<file path="config.mk">
export PLATFORM = sky130hd
export DESIGN_NAME = avmm_wr_ack_expander
export DESIGN_NICKNAME = d
export VERILOG_FILES = /design/src/rtl/avmm_wr_ack_expander.sv
export SDC_FILE = /design/constraint.sdc
export NUM_CORES = 1
export LEC_CHECK = 0
export CELL_PAD_IN_SITES_DETAIL_PLACEMENT = 1
export CELL_PAD_IN_SITES_GLOBAL_PLACEMENT = 2
export CORE_MARGIN = 3
export CORE_UTILIZATION = 40
export CTS_BUF_LIST = sky130_fd_sc_hd__clkbuf_8
export CTS_CLUSTER_SIZE = 8
export DETAILED_ROUTE_END_ITERATION = 10
export MAX_ROUTING_LAYER = met4
export PLACE_DENSITY = 0.67
export SLEW_MARGIN = 20
export SYNTH_ARGS = -nofsm -noshare
export SYNTH_HDL_FRONTEND = slang
export SYNTH_SLANG_ARGS = --single-unit
</file>
<file path="constraint.sdc">
create_clock -name kernel_avmm_clk -period 8.3 [get_ports kernel_avmm_clk]
set_clock_uncertainty 0.1 [all_clocks]
set_input_delay 0.83 -clock kernel_avmm_clk [delete_from_list [all_inputs] [get_ports kernel_avmm_clk]]
set_output_delay 0.83 -clock kernel_avmm_clk [all_outputs]
set_load 0.01 [all_outputs]
</file>
<file path="src/rtl/avmm_wr_ack_expander.sv">
// avmm_wr_ack_expander
//
// Expands per-burst write-ack events into per-beat AVMM write-ack pulses in
// the kernel clock domain. Each incoming ack carries the beat count of the
// burst it completes. The ack is queued in a small show-ahead FIFO. A
// two-state FSM then emits one out_wr_ack pulse per beat, with queued bursts
// following each other back-to-back.
//
// Optional feature: define AVMM_WR_ACK_EXPANDER_BYPASS_EN to let an ack load
// the beat counter directly when the FIFO is empty and the FSM is idle or on
// its last beat. This cuts the ack-to-pulse latency from 2 cycles to 1.
//
// Ports
//   kernel_avmm_clk      in   sole clock
//   kernel_avmm_reset_n  in   asynchronous active-low reset
//   in_wr_ack            in   one-cycle pulse, one burst completed
//   in_wr_ack_burstcnt   in   beat count of that burst (sampled with in_wr_ack)
//   out_wr_ack           out  per-beat write ack (registered)
//   almost_full          out  occupancy >= FIFO_DEPTH-ALMOST_FULL_THRESHOLD (registered)
//   err_overflow         out  sticky, ack dropped because the FIFO was full
//   err_zero_burst       out  sticky, ack with burstcnt=0 dropped
//
// state    | meaning
// ST_IDLE  | no beats pending, out_wr_ack low
// ST_BURST | emitting one beat per cycle, beats_left counts down to 1

module avmm_wr_ack_expander #(
   parameter int AVMM_BURSTCNT_WIDTH   = 7,
   parameter int FIFO_DEPTH            = 64,
   parameter int ALMOST_FULL_THRESHOLD = 4
) (
   input  logic                           kernel_avmm_clk,
   input  logic                           kernel_avmm_reset_n,
   input  logic                           in_wr_ack,
   input  logic [AVMM_BURSTCNT_WIDTH-1:0] in_wr_ack_burstcnt,
   output logic                           out_wr_ack,
   output logic                           almost_full,
   output logic                           err_overflow,
   output logic                           err_zero_burst
);

   localparam int AW = $clog2(FIFO_DEPTH);
   localparam int BW = AVMM_BURSTCNT_WIDTH;

   localparam logic [AW:0]   CNT_ONE  = (AW+1)'(1);
   localparam logic [AW:0]   CNT_FULL = (AW+1)'(FIFO_DEPTH);
   localparam logic [AW:0]   CNT_AF   = (AW+1)'(FIFO_DEPTH - ALMOST_FULL_THRESHOLD);
   localparam logic [AW-1:0] PTR_ONE  = AW'(1);
   localparam logic [BW-1:0] BL_ONE   = BW'(1);
   localparam logic [BW-1:0] BL_ZERO  = '0;

   typedef enum logic {
      ST_IDLE  = 1'b0,
      ST_BURST = 1'b1
   } state_t;

   state_t          state, state_nxt;
   logic [BW-1:0]   beats_left, beats_nxt;

   logic [BW-1:0]   mem [FIFO_DEPTH];
   logic [AW-1:0]   wr_ptr, rd_ptr;
   logic [AW:0]     count, count_nxt;
   logic            fifo_empty, fifo_full;
   logic [BW-1:0]   fifo_head;

   logic            ack_valid;
   logic            can_load;
   logic            last_beat;
   logic            pop;
   logic            push;
   logic            bypass;
   logic            drop_full;

   assign fifo_empty = (count == '0);
   assign fifo_full  = (count == CNT_FULL);
   assign fifo_head  = mem[rd_ptr];

   assign ack_valid  = in_wr_ack && (in_wr_ack_burstcnt != BL_ZERO);
   assign last_beat  = (state == ST_BURST) && (beats_left == BL_ONE);
   assign can_load   = (state == ST_IDLE) || last_beat;

   always_comb begin
      state_nxt = state;
      beats_nxt = beats_left;
      pop       = 1'b0;
      bypass    = 1'b0;
      push      = 1'b0;
      drop_full = 1'b0;

`ifdef AVMM_WR_ACK_EXPANDER_BYPASS_EN
      bypass = ack_valid && fifo_empty && can_load;
`else
      bypass = 1'b0;
`endif

      pop = !fifo_empty && can_load;

      // A full FIFO still accepts if it is popped on the same edge.
      push      = ack_valid && !bypass && (!fifo_full || pop);
      drop_full = ack_valid && !bypass && fifo_full && !pop;

      if (pop) begin
         beats_nxt = fifo_head;
         state_nxt = ST_BURST;
      end else if (bypass) begin
         beats_nxt = in_wr_ack_burstcnt;
         state_nxt = ST_BURST;
      end else if (state == ST_BURST) begin
         beats_nxt = beats_left - BL_ONE;
         if (last_beat) begin
            state_nxt = ST_IDLE;
         end
      end

      count_nxt = count;
      if (push && !pop) begin
         count_nxt = count + CNT_ONE;
      end else if (pop && !push) begin
         count_nxt = count - CNT_ONE;
      end
   end

   always_ff @(posedge kernel_avmm_clk or negedge kernel_avmm_reset_n) begin
      if (!kernel_avmm_reset_n) begin
         state      <= ST_IDLE;
         beats_left <= '0;
      end else begin
         state      <= state_nxt;
         beats_left <= beats_nxt;
      end
   end

   always_ff @(posedge kernel_avmm_clk or negedge kernel_avmm_reset_n) begin
      if (!kernel_avmm_reset_n) begin
         wr_ptr <= '0;
         rd_ptr <= '0;
         count  <= '0;
      end else begin
         count <= count_nxt;
         if (push) begin
            wr_ptr <= wr_ptr + PTR_ONE;
         end
         if (pop) begin
            rd_ptr <= rd_ptr + PTR_ONE;
         end
      end
   end

   // Storage needs no reset: occupancy gates every read.
   always_ff @(posedge kernel_avmm_clk) begin
      if (push) begin
         mem[wr_ptr] <= in_wr_ack_burstcnt;
      end
   end

   always_ff @(posedge kernel_avmm_clk or negedge kernel_avmm_reset_n) begin
      if (!kernel_avmm_reset_n) begin
         out_wr_ack     <= 1'b0;
         almost_full    <= 1'b0;
         err_overflow   <= 1'b0;
         err_zero_burst <= 1'b0;
      end else begin
         out_wr_ack     <= (state_nxt == ST_BURST);
         almost_full    <= (count_nxt >= CNT_AF);
         err_overflow   <= err_overflow | drop_full;
         err_zero_burst <= err_zero_burst | (in_wr_ack && (in_wr_ack_burstcnt == BL_ZERO));
      end
   end

endmodule

</file>
[Yosys cells after proc, flatten, opt, wreduce, memory -nomap -nowiden]
Memories as Yosys holds them, arrays and structs flattened.
Cells that the tools add are included.
Word-level totals
  register bits: 30
  RAM bits: 448
  input bits: 10
  logic and storage cells: 48
  memories kept: 1
Operators by class
  add/subtract/negate cells: 5
  $lt $le $gt $ge: 1
  equal/unequal tests: 2
  muxes and demuxes: 9
  bitwise operators: 3
  reductions and logical operators: 19
Memory list
  mem: words 64, bits a word 7, read ports 1, clocked after memory_dff 0, wr ports 1, RTL line 60  | logic [BW-1:0] mem [FIFO_DEPTH];
Operator list (number)
  $mux 7: 4
  $logic_not 7->1: 2
  $sub 7x1->7 const B: 2
  $add 6x1->6 const B: 2
  $logic_and 1x1->1: 9
  $add 7x1->7 const B: 1
  $eq 7x1->1 const B: 1
  $eq 7x7->1 const B: 1
  $ge 7x6->1 const B: 1
  $reduce_bool 7->1: 1
  $mux 1: 5
  $logic_not 1->1: 4
  $logic_or 1x1->1: 2
  $or 1x1->1: 2
  $reduce_bool 2->1: 1
  $not 1->1: 1

[Logic depth before layout (Yosys ltp)]
Gate-level depths: netlist of the first run.
  word-level depth: 11
  gate-level depth with buffers: 12
  gate-level depth less buffers: 9

[Least setup slack after synthesis of the first run]
Ideal clock, no wire load.
  path type: flip-flop to flip-flop
  start: register count[0]
  end: register almost_full
  setup time: 120 ps
  data arrival time: 2561 ps
  data required time: 8080 ps
  path slack: 5519 ps
  stages on the path, launching flop included: 10
  path buffers: 0
  period minus slack after synthesis: 2781 ps
  cell sequence: dfrtp_1 -> inv_1 -> ha_1 -> or4b_4 -> or3_4 -> and2_4 -> or4_4 -> o311ai_1 -> o21ai_1 -> a41o_1
Between the ends
  word-level cells in the longest chain between the ends: 10
  elaborated cells on any way between the ends: 16
  those cells by class: add/sub: 2; order compare: 1; eq/ne: 1; mux: 2; reduce/logical: 10
RTL lines
  from (decl): RTL line 62  | logic [AW:0] count, count_nxt;
  from (signal assigned): RTL line 139  | count <= count_nxt;
  parallel branches: the longest is 8 deep, another holds $sub 7x1->7
  $mux 7 (*): RTL line 116  | if (push && !pop) begin
  named net count_nxt[6]: RTL line 62
  $ge 7x6->1 (*): RTL line 164  | almost_full <= (count_nxt >= CNT_AF);
  to (signal assigned): RTL line 164
  to (decl): RTL line 37  | output logic almost_full,
Mark *: on every way through the listed nets, which the timed path passes.
A chain may end at the register's enable or synchronous reset.

[Worst setup path after layout of the first run]
  start: register rd_ptr[1]
  end: register beats_left[4]
Between the ends
  word-level cells in the longest chain between the ends: 2
RTL lines
  from (decl): RTL line 61  | logic [AW-1:0] wr_ptr, rd_ptr;
  from (signal assigned): RTL line 144  | rd_ptr <= rd_ptr + PTR_ONE;
  $mem_v2 64x7
  $mux 7: RTL line 102  | if (pop) begin
  to (signal assigned): RTL line 129  | beats_left <= beats_nxt;
  to (decl): RTL line 58  | logic [BW-1:0] beats_left, beats_nxt;
No other way between the ends.

==> results.ini, run 1 <==
[run_status]
outcome = finished clean

[placed_design]
place.port_buffers = 13
hpwlAfterDp_um = 28600
dpl_worst_slack_ns = 3.70
dp_cells = 1569
gp_routability_congestion = 0.789

[worst_setup_path]
crit_path_max_fanout = 48
crit_type = reg2reg
end_kind = flop
timing.rr.end = beats_left[4]
arrival_ns = 4.35
critPathLaunchType = flop
critPathRequiredTime_ns = 8.71
critical_path.reg2reg.startpoint = rd_ptr[1]
r2r.worst_path.cells = 7
register_to_register_setup_slack_ns = 4.35

[synthesis]
syn_area_per_cell_um2 = 19.3
number_of_synthesized_flops_with_an_enable_pin = 448
number_of_different_library_cells_in_the_post_synthesis_netlist = 55
cells_after_synthesis = 989
synth-warning-count = 0
post-synth-top-area-fraction_pct = 70.6
synth.net_count = 1005
synth-main-ff-cell = edfxtp_1
yosysTopAreaCell = edfxtp_1
ys_seq_elements = 478
postSynth.asyncResetShare_pct = 6.28
synth.cell_area_mm2 = 0.0190
seq_area_frac_synth_pct = 74.6
synth.area.top_cells = edfxtp_1, mux4_2, dfrtp_1, mux2i_1, nor2_1

[timing]
holdWs_ns = 0.360
timing.fmax_mhz = 253
fin_crit_ns = 3.95
rsz0062_at_grt = false
layout_worst_path_cycle_share_pct = 47.5
final-setup-viol-count = 0
slew_headroom_pct = 23.9
setup_total_negative_slack_ns = 0
final_critical_path_setup_slack_ns = 4.35
count_of_final_hold_check_violations = 0
max_slew.worst_pin.slew_ns = 1.14
timing.final.max_slew_violations = 0

[drt]
viasPerCell = 5.56
detailedRoute.firstIterationViolations = 967
antenna_left = 0
drc = 0
detail_route.wl_per_cell_um = 27.9
drt_first_pass_iters = 6
route.vias.total = 9583
drt_wl_total_um = 48100

[layout]
final_core_util_pct = 45.5
post_route_cells_drive_above_1_share_pct = 22.4
layout-area-overhead-vs-synth_pct = 11.8
final_cells = 1723
design.final.nets = 1062

[power]
switching_share_pct = 30.1
share_comb_of_total_power_pct = 22.1
power_per_cell_area_mw_per_mm2 = 295
clock_share_of_power_pct = 31.2
power_switching_mw = 1.89
internal-power_mw = 4.39
worst_vdd_ir_uv = 192
power.leakage_nw = 6.96
seq_power_share_pct = 46.7

[floorplan]
start_util_pct = 40.7
die_h_um = 224
die_x_um = 224
die_outline_area_mm2 = 0.0503
design.core.area_mm2 = 0.0468
floorplan.rows = 79
num_io_pins = 14

[global_route]
met1_usage_in_global_routing_pct = 28.0
grt_pass1_vias = 10300
grt_most_used_layer = met2
grt_overflow = 0
grt_use_met3_pct = 3.17
global_route.usage.met2_pct = 31.8
grt_max_degree = 90
grt_first_pass_wirelength_um = 71500
grt_usage_pct = 20.3
antenna_violations_before_repair = 2

[clock_tree]
path_clk_slew_ns = 0.06
cts-hold-fix-buffers = 0
cts-resized-gates = 0
cts.path.max_buffers = 3
tritoncts = built
ctsRootBufferMaster = clkbuf_8
cts_setup_buffers = 0
cts_max_level = 3
clk_latency_ns = 0.64
numCtsBuffers = 82
tritoncts_num_sinks = 478

[job]
drv.max_cap_violation_count = 0

[hold_path]
min_from = err_zero_burst
worstHoldEndpoint = err_zero_burst
timing.hold.worst_path_depth = 1
hold_path_class = reg2reg

==> worst max-delay path: stages, from the launching register on <==
cell	delay (ns)
dfrtp_4	0.81
buf_4	0.73
nand3b_1	0.59
o22ai_1	0.18
a2111oi_0	0.70
a211oi_1	0.17
a21oi_1	0.35
a21oi_1	0.12
==> cells in the mapped netlist (3+ instances only) <==
cell type / n
a211oi_1: 6
a2111oi_0: 3
inv_1: 11
or3_1: 4
mux4_2: 108
clkbuf_1: 25
mux2i_1: 43
nand3_1: 15
a32oi_1: 4
a31oi_1: 3
buf_1: 9
buf_2: 11
nor2_1: 85
nand3b_1: 8
nand2_1: 41
o21ai_0: 22
a21oi_1: 17
o22ai_1: 9
ha_1: 6
o211ai_1: 3
xnor2_1: 11
nor4_1: 3
o221ai_1: 5
mux2_2: 6
or3b_2: 3
dfrtp_1: 30
nor3_1: 5
edfxtp_1: 448
and3_1: 3
buf_4: 10
==> worst max path at each step <==
stage	from	to	slack [ns]	depth (start not counted)
global route	in_wr_ack_burstcnt[6]	mem[55][3]	4.13	8
finish	rd_ptr[1]	beats_left[4]	4.35	7
CTS	rd_ptr[1]	beats_left[4]	4.34	7
floorplan	count[0]	almost_full	5.52	9
detailed placement	in_wr_ack_burstcnt[6]	mem[7][4]	3.70	8
global placement	in_wr_ack_burstcnt[2]	mem[11][0]	3.93	8
==> power by group through the flow <==
stage / registers, mW / clock network [mW] / logic (mW)
after detailed placement: 2.99 / 0 / 1.41
after global placement: 2.98 / 0 / 1.40
final: 2.94 / 1.96 / 1.39
after CTS: 2.94 / 2.01 / 1.41
after global routing: 2.95 / 2.13 / 1.49
after floorplan: 2.86 / 0 / 1.05
==> cell usage in the layout, fill, tap and decap left out, drive strengths merged, types with 4 or more instances in the layout <==
cell type      instances
a211oi                 6
a21oi                 17
a32oi                  4
buf                   22
clkbuf                84
clkdlybuf4s50          6
clkinv                28
dfrtp                 30
edfxtp               448
ha                     6
inv                   47
mux2                   6
mux2i                 43
mux4                 108
nand2                 41
nand3                 15
nand3b                 8
nor2                  85
nor3                   5
o21ai                 24
o221ai                 5
o22ai                  9
or3                    5
xnor2                 11
==> logic make-up after synthesis <==
family	after synthesis	share of synthesized area, %
buffers and inverters	66	1.57
muxes	157	15.4
and+or+nand+nor	180	4.35
DFF	478	74.6
xor gates and xnor gates	13	0.598
AOI/OAI and AO/OA	89	3.13
adders and majority gates	6	0.394
==> area by class of cell <==
cell class	count	area (um^2)
fillers	4425	25500
flip-flops and latches	478	14200
multi-input cells	445	4550
well taps	607	759
clock inverters	68	342
diodes	2	5.00
clock buffers	84	1160
repair buffers	28	220
inverters	11	41.3
==> registers in the layout (all words and copies together), names as in the netlist <==
name,count
mem,448
out_wr_ack,1
err_overflow,1
count,7
err_zero_burst,1
wr_ptr,6
almost_full,1
beats_left,7
rd_ptr,6
==> metrics by stage <==
step / instance area [um^2] / total power [mW]
floorplan: 19000 / 3.91
global placement: 19800 / 4.38
detailed placement: 19800 / 4.39
CTS: 21300 / 6.37
global route: 21300 / 6.57
finish: 21300 / 6.28
==> layer usage <==
layer,wire length (um),up-vias
met5,0,-
met2,23700,281
met1,21100,5076
li1,-,4155
met4,913,0
met3,2450,71
Power figures use the tool's default switching activity.
==> run 2, diff against run 1 <==
Clock period 8.3 ns to 3.95 ns, I/O delays scaled along.
==> results.ini, run 2 (synthesized netlist as in run 1, its figures left out) <==
[drt]
route.vias.total = 9667  ; +0.88%
viasPerCell = 5.53  ; -0.62%
detail_route.wl_per_cell_um = 27.2  ; -2.6%
detailedRoute.firstIterationViolations = 840  ; -13%
drt_first_pass_iters = 7  ; +1
antenna_left = 0  ; unchanged
drc = 0  ; unchanged
drt_wl_total_um = 47600  ; -1.1%

[layout]
mostFrequentLayoutCell = edfxtp_1
top_register_by_number_of_flip_flops = mem
design.final.nets = 1101  ; +3.7%
fillers = 4385  ; -0.90%
final_core_util_pct = 46.1  ; +0.55 points
layout-area-overhead-vs-synth_pct = 13.1
reg_top3 = mem (448), beats_left (7), count (7)
finalInstanceArea_mm2 = 0.0215  ; +1.2%
ff_latch_area_mm2 = 0.0142  ; unchanged
layout.cells.most_common_list = edfxtp_1, mux4_2, nor2_1, clkbuf_8, buf_4
largest_register_ff_count = 448  ; unchanged
post_route_cells_drive_above_1_share_pct = 25.3  ; +2.8 points
multi_input_combinational_cell_area_mm2 = 0.00454  ; -0.11%

[run_status]
outcome = finished clean

[floorplan]
floorplan.rows = 79  ; unchanged
die_h_um = 224  ; unchanged
design.core.area_mm2 = 0.0468  ; unchanged
num_io_pins = 14  ; unchanged
die_outline_area_mm2 = 0.0503  ; unchanged
start_util_pct = 40.7  ; unchanged
die_x_um = 224  ; unchanged

[clock_tree]
cts_max_level = 3  ; unchanged
cts-hold-fix-buffers = 1  ; +1
tritoncts_num_sinks = 478  ; unchanged
ctsRootBufferMaster = clkbuf_8
cts_setup_buffers = 0  ; unchanged
cts-resized-gates = 0  ; unchanged
cts.path.max_buffers = 3  ; unchanged
tritoncts = built
path_clk_slew_ns = 0.06  ; about the same
clk_latency_ns = 0.65  ; about the same
numCtsBuffers = 79  ; -3.7%

[timing]
final-setup-viol-count = 0  ; unchanged
rsz0062_at_grt = false
timing.fmax_mhz = 295  ; +16%
holdWs_ns = 0.0960  ; -0.264 ns
layout_worst_path_cycle_share_pct = 85.8  ; +38 points
fin_crit_ns = 3.39  ; -0.559 ns
timing.final.max_slew_violations = 0  ; unchanged
count_of_final_hold_check_violations = 0  ; unchanged
setup_total_negative_slack_ns = 0  ; unchanged
max_slew.worst_pin.slew_ns = 1.04  ; -0.0969 ns
slew_headroom_pct = 30.3  ; +6.5 points

[hold_path]
timing.hold.worst_path_depth = 3  ; +2
min_from = in_wr_ack_burstcnt[0]
hold_path_class = in2reg
worstHoldEndpoint = err_zero_burst

[worst_setup_path]
register_to_register_setup_slack_ns = 0.56  ; -3.79 ns
arrival_ns = 3.61  ; -0.74 ns
crit_type = reg2reg
crit_path_max_fanout = 8  ; -83%
r2r.worst_path.cells = 8  ; +1
critPathLaunchType = flop
critPathRequiredTime_ns = 4.18  ; -4.53 ns
critical_path.reg2reg.startpoint = count[0]
timing.rr.end = mem[60][1]
end_kind = flop

[global_route]
grt_pass1_vias = 10500  ; +1.9%
antenna_violations_before_repair = 5  ; +3
grt_overflow = 0  ; unchanged
grt_first_pass_wirelength_um = 71200  ; -0.52%
grt_max_degree = 65  ; -28%
grt_usage_pct = 20.1  ; -0.23 points

[placed_design]
place.port_buffers = 13  ; unchanged
gp_routability_congestion = 0.795  ; +0.80%
placement.cell_area_mm2 = 0.0201  ; +1.6%
hpwlAfterDp_um = 30400  ; +6.4%

[power]
power_per_cell_area_mw_per_mm2 = 612  ; +110%
fin_total_pwr_mw = 13.2  ; +110%
worst_vdd_ir_uv = 248  ; +29%
power.leakage_nw = 7.11  ; +2.2%

[job]
drv.max_cap_violation_count = 0  ; unchanged

==> run 2: cell types whose count changed in the layout (fill, tap and decap cells not counted), moves of 2 or more <==
| cell | delta |
|---|---|
| buf_12 | +2 |
| inv_1 | -3 |
| clkinv_2 | -3 |
| clkinv_1 | -10 |
| clkbuf_8 | -2 |
| buf_4 | +39 |
==> run 2: worst max-delay path by stage <==
stage                                     start           to  slack [ns]  cells after the start
after floorplan                        count[0]  almost_full        1.17                      9
after global placement    in_wr_ack_burstcnt[2]   mem[60][1]        0.60                      7
after detailed placement               count[0]   mem[60][3]        0.57                      8
after CTS                              count[0]   mem[60][1]        0.55                      8
after global routing                   count[0]   mem[60][1]        0.42                      8
final                                  count[0]   mem[60][1]        0.56                      8
==> run 2: metal layers <==
| metal | global-route usage, % | wire (um) |
|---|---|---|
| met1 | 26.8 | 21100 |
| met2 | 31.5 | 23400 |
| met3 | 4.48 | 2410 |
| met4 | 5.50 | 708 |
| met5 | - | 0 |
==> run 2: per-stage QoR <==
stage / cells / setup slack [ns]
after global routing: 1748 / 0.417
after CTS: 1747 / 0.550
after detailed placement: 1610 / 0.572
after floorplan: 989 / 1.17
after global placement: 1610 / 0.603
final: 1749 / 0.562
==> run 2: critical path, stage by stage, from the launching register on <==
cell and delay [ns]:
dfrtp_1 0.42, inv_1 0.13, ha_1 0.19, or4b_4 0.49, or3b_2 0.50, o21ai_4 0.29
nor2_1 0.16, nand2_1 0.45, nor2_1 0.33
==> run 2: area by class of cell <==
type                       count  share of cell area (%)
inverter                      11                   0.192
sequential                   478                    66.0
multi-input combinational    445                    21.1
timing repair buffer          70                    2.59
antenna                        2                  0.0232
clock buffer                  82                    5.24
tap                          607                    3.53
clock inverter                54                    1.36
==> run 2: where the power goes <==
group	leakage (nW)	internal, mW	switching (mW)
registers	4.39	5.82	0.315
clock network	0.834	2.06	1.94
logic	1.89	1.38	1.67
total	7.11	9.26	3.92
==> variant 1: new RTL, config.mk and constraints of run 1 <==
Put one more register stage on the output `err_overflow`, without a reset. The value now appears one clock later. The other outputs are not delayed to match.
--- a/src/rtl/avmm_wr_ack_expander.sv
+++ b/src/rtl/avmm_wr_ack_expander.sv
@@ -54,4 +54,6 @@
       ST_BURST = 1'b1
    } state_t;
+
+   logic err_overflow_s0;
 
    state_t          state, state_nxt;
@@ -158,14 +160,18 @@
          out_wr_ack     <= 1'b0;
          almost_full    <= 1'b0;
-         err_overflow   <= 1'b0;
+         err_overflow_s0 <= 1'b0;
          err_zero_burst <= 1'b0;
       end else begin
          out_wr_ack     <= (state_nxt == ST_BURST);
          almost_full    <= (count_nxt >= CNT_AF);
-         err_overflow   <= err_overflow | drop_full;
+         err_overflow_s0 <= err_overflow_s0 | drop_full;
          err_zero_burst <= err_zero_burst | (in_wr_ack && (in_wr_ack_burstcnt == BL_ZERO));
       end
    end
 
+   always_ff @(posedge kernel_avmm_clk) begin
+      err_overflow <= err_overflow_s0;
+   end
+
 endmodule
 
Check against the original RTL: no difference found for any inputs over 4 cycles, from zero or initial values and one cycle with kernel_avmm_reset_n low; that may be too few to reach the edited logic, so the function may still have changed.
==> variant 1 against run 1 <==
Hold slack got worse by 58 ps. Clock power is 5% lower. Highest routed layer unchanged. Area after synthesis is 0.11% higher. Largest cell class unchanged. Total power down 1.3%. Largest power group unchanged. Routed wire length fell by 0.37%. Final cell count down 0.29%. Via count increased by 1.1%. Sequential cell count up 1. Worst setup slack better by 4.6 ps. Final area shrank 0.22%.
==> variant 1: results (changes against run 1) <==
status complete, no violations; GRT Util Overall 0.201 (-0.00178); critical path class primary input to flop; Hold Path Sink err_overflow; CP startpoint in_wr_ack_burstcnt[6]; Leakage 0.00695 µW (about the same); Netlist cell types 56 (+1.8%); wl on met1 21800 µm (+3.3%); hold path startpoint err_overflow_s0; Vias/cell 5.64 (+1.3%); Post-DP Area 0.0198 mm² (+0.20%); register area share after synthesis 0.746 (about the same); maximum vdd drop 145 µV (-24%); Power Internal 4340 µW (-1.2%); pre-CTS setup slack 3760 ps (+54.5 ps); vias in the first global route 10300 (+0.088%); layout cell share with drive strength beyond 1 0.222 (-0.00209); largest net degree at the start of global routing 67 (-26%); routability cong. 0.786 (-0.32%); flop-to-flop setup slack 4360 ps (about the same); met3 WL 2520 µm (+3.1%); drt total wl 47900 µm (-0.37%); maximum fanout along the worst path 65 (+35%); total CTS buffers 79 (-3.7%); Layout area overhead 11.4%; Pre-Repair DR Iteration Count 7 (+1); RR Endpoint beats_left[3]; top post-synthesis cells by area edfxtp_1 71%, mux4_2 13%, dfrtp_1 3.9%, mux2i_1 2.3%, nor2_1 1.7%; metal2 WL 22400 µm (-5.5%); initial antenna violation count 0 (-2); Tightest Pin Transition 1050 ps (-87.5 ps); Synth Net Count 1006 (+0.10%)
==> variant 1: how the worst max path moves through the flow <==
stage,to,slack (ps),cells past startpoint
final,mem[25][4],4360,8
after global routing,beats_left[3],4110,7
after CTS,beats_left[3],4270,7
after detailed placement,mem[55][1],3760,8
after global placement,mem[25][0],3900,8
after floorplan,almost_full,5520,9
==> variant 1: layout make-up <==
class | instances | share of cell area
multi-input combinational | 445 | 0.214
tap | 607 | 0.0358
inverter | 11 | 0.00194
sequential | 479 | 0.670
timing repair buffer | 33 | 0.0115
clock inverter | 60 | 0.0128
clock buffer | 83 | 0.0538
==> variant 1: worst max-delay path: stages <==
cell	delay, ps
buf_2	70
buf_4	590
or4_1	250
o41a_1	270
o21ai_4	140
nor2_1	220
nand3b_1	790
nor2_1	840
==> variant 1: power groups by stage <==
stage | logic (µW) | clock network, µW | registers [µW]
after floorplan | 1050 | 0 | 2860
after global placement | 1370 | 0 | 3010
after detailed placement | 1380 | 0 | 3010
after CTS | 1380 | 1930 | 2960
final | 1370 | 1870 | 2960
after global routing | 1470 | 2040 | 2980
==> variant 1: kinds of logic (layout without fill, tap and decap cells) <==
family,count (synthesis),after routing,share of synthesized area
adders and majority gates,6,6,0.00394
buffers and inverters,66,187,0.0157
AOI/OAI and AO/OA,89,89,0.0312
muxes,157,157,0.154
xor gates and xnor gates,13,13,0.00597
and+or+nand+nor,180,180,0.0434
DFF,479,479,0.746
==> variant 1: metrics by stage <==
stage	power (µW)	instances	hold slack, ps
2_1_floorplan	3920	990	249
3_3_place_gp	4380	1575	285
3_5_place_dp	4390	1575	293
4_1_cts	6280	1718	312
5_1_grt	6490	1718	335
6_report	6200	1718	302
==> variant 1: per-layer routing <==
metal	vias to the layer above	track usage
met2	279	0.299
li1	4151	-
met1	5165	0.279
met5	-	-
met3	89	0.0424
met4	0	0.0709
==> variant 2: new RTL, flow settings as in run 1 <==
Made on the original files. Set the parameter `FIFO_DEPTH` to 32 (it was 64).
--- a/src/rtl/avmm_wr_ack_expander.sv
+++ b/src/rtl/avmm_wr_ack_expander.sv
@@ -27,5 +27,5 @@
 module avmm_wr_ack_expander #(
    parameter int AVMM_BURSTCNT_WIDTH   = 7,
-   parameter int FIFO_DEPTH            = 64,
+   parameter int FIFO_DEPTH            = 32,
    parameter int ALMOST_FULL_THRESHOLD = 4
 ) (
Check against the original RTL: no difference found for any inputs over 10 cycles, from zero or initial values and one cycle with kernel_avmm_reset_n low; that may be too few to reach the edited logic, so the function may still have changed.
==> variant 2 against run 1 <==
Hold slack better by 28 ps. Critical endpoint is now mem[23][1]. Largest power group unchanged. Sequential power decreased by 44%. Register-to-register slack gained 480 ps. Total power fell by 45%. Routed wire length decreased by 51%. Worst setup slack gained 470 ps. Non-clock buffer count down 3. Synthesized cell count shrank 47%. Final area decreased by 46%. Largest cell class unchanged. Area after synthesis down 46%. Sequential cell count is 227 lower.
==> variant 2: results (changes against run 1) <==
first-pass GRT wire length 36200 µm (-49%); Netlist cell types 49 (-11%); largest net degree at the start of global routing 39 (-57%); critical path class primary input to flop; layout cell share with drive strength beyond 1 0.239 (+0.0142); maximum fanout along the worst path 33 (-31%); Worst EP arrival 3520 ps (-830 ps); vias in the first global route 5497 (-47%); later-pin clock latency in the skew report 530 ps (-110 ps); routability cong. 0.760 (-3.6%); Top FF cell, synth edfxtp_1; # diodes 0 (-2); initial antenna violation count 1 (-1); top post-synthesis cells by area edfxtp_1 66%, mux4_2 15%, dfrtp_1 6.6%, nor2_1 1.5%, ha_1 1.2%; Slowest-stage cell, CP nor2_1; Avg WL per Cell 25.8 µm (-7.8%); RR Endpoint beats_left[0]; register area share after synthesis 0.723 (-0.0230); Worst R2R Start rd_ptr[1]; Pre-Repair DR Iteration Count 4 (-2); via count 5048 (-47%); max incr delay on CP 670 ps (-140 ps); Slew HR 0.484 (+0.245); CP delay by family, top simple AND/OR/NAND/NOR gates; Fillers 2300 (-48%); CTS root buffer clkbuf_8; Post-synth ARST share 0.108 (+0.0448); GRT Util Overall 0.179 (-0.0238); Post-synth EDFFs 224 (-50%); flop-to-flop setup slack 4830 ps (+480 ps); WHS 388 ps (+28.1 ps); total CTS buffers 42 (-49%); Commonest cells post-synth 224 x edfxtp_1, 67 x mux4_2, 41 x nor2_1; nets 589 (-45%); Post-DP HPWL 14700 µm (-49%); CP endpoint mem[23][1]; htree depth 2 (-1); Post-DP Area 0.0107 mm² (-46%); largest register by flop count mem; CP startpoint in_wr_ack_burstcnt[2]; status complete, no violations; 1st-iter DRT viols 352 (-64%)
## variant 2: logic make-up after synthesis
family                     count (synthesis)  share of synthesized area
muxes                                     74                      0.154
buffers and inverters                     30                     0.0161
DFF                                      251                      0.723
adders and majority gates                 10                     0.0122
AOI/OAI and AO/OA                         38                     0.0283
xor gates and xnor gates                  13                     0.0111
and+or+nand+nor                          107                     0.0550
## variant 2: per-layer routing
metal | vias up | part of all wire | global-route usage
met1 | 2692 | 0.44 | 0.242
li1 | 2215 | - | -
met3 | 33 | 0.046 | 0.0331
met2 | 108 | 0.50 | 0.287
met5 | - | 0 | -
met4 | 0 | 0.018 | 0.0452
## variant 2: worst min path at each step
stage	from	end	cells after the start
global placement	err_zero_burst	err_zero_burst	1
detailed placement	err_zero_burst	err_zero_burst	1
finish	err_zero_burst	err_zero_burst	1
CTS	err_zero_burst	err_zero_burst	1
global route	err_zero_burst	err_zero_burst	1
floorplan	beats_left[6]	beats_left[6]	1
## variant 2: final cells by class
class	count	area, µm²	share of cell area
Tap cell	324	405	0.0355
Timing Repair Buffer	25	215	0.0188
Inverter	7	26.3	0.00230
Multi-Input combinational cell	242	2670	0.234
Sequential cell	251	7410	0.649
Clock inverter	28	111	0.00975
Clock buffer	42	578	0.0506
## variant 2: power by group
| part | total, µW | switching [µW] | internal, µW |
|---|---|---|---|
| Sequential | 1650 | 148 | 1500 |
| Clock | 939 | 472 | 467 |
| Combinational | 873 | 455 | 417 |
| Total | 3460 | 1080 | 2390 |
## variant 2: per-stage QoR
stage	util	worst slack [ps]	cells	total power, µW
global route	0.461	4660	919	3650
floorplan	-	5490	523	2280
CTS	0.461	4760	919	3520
detailed placement	0.433	4240	849	2570
finish	0.461	4820	919	3460
global placement	0.433	4330	849	2560
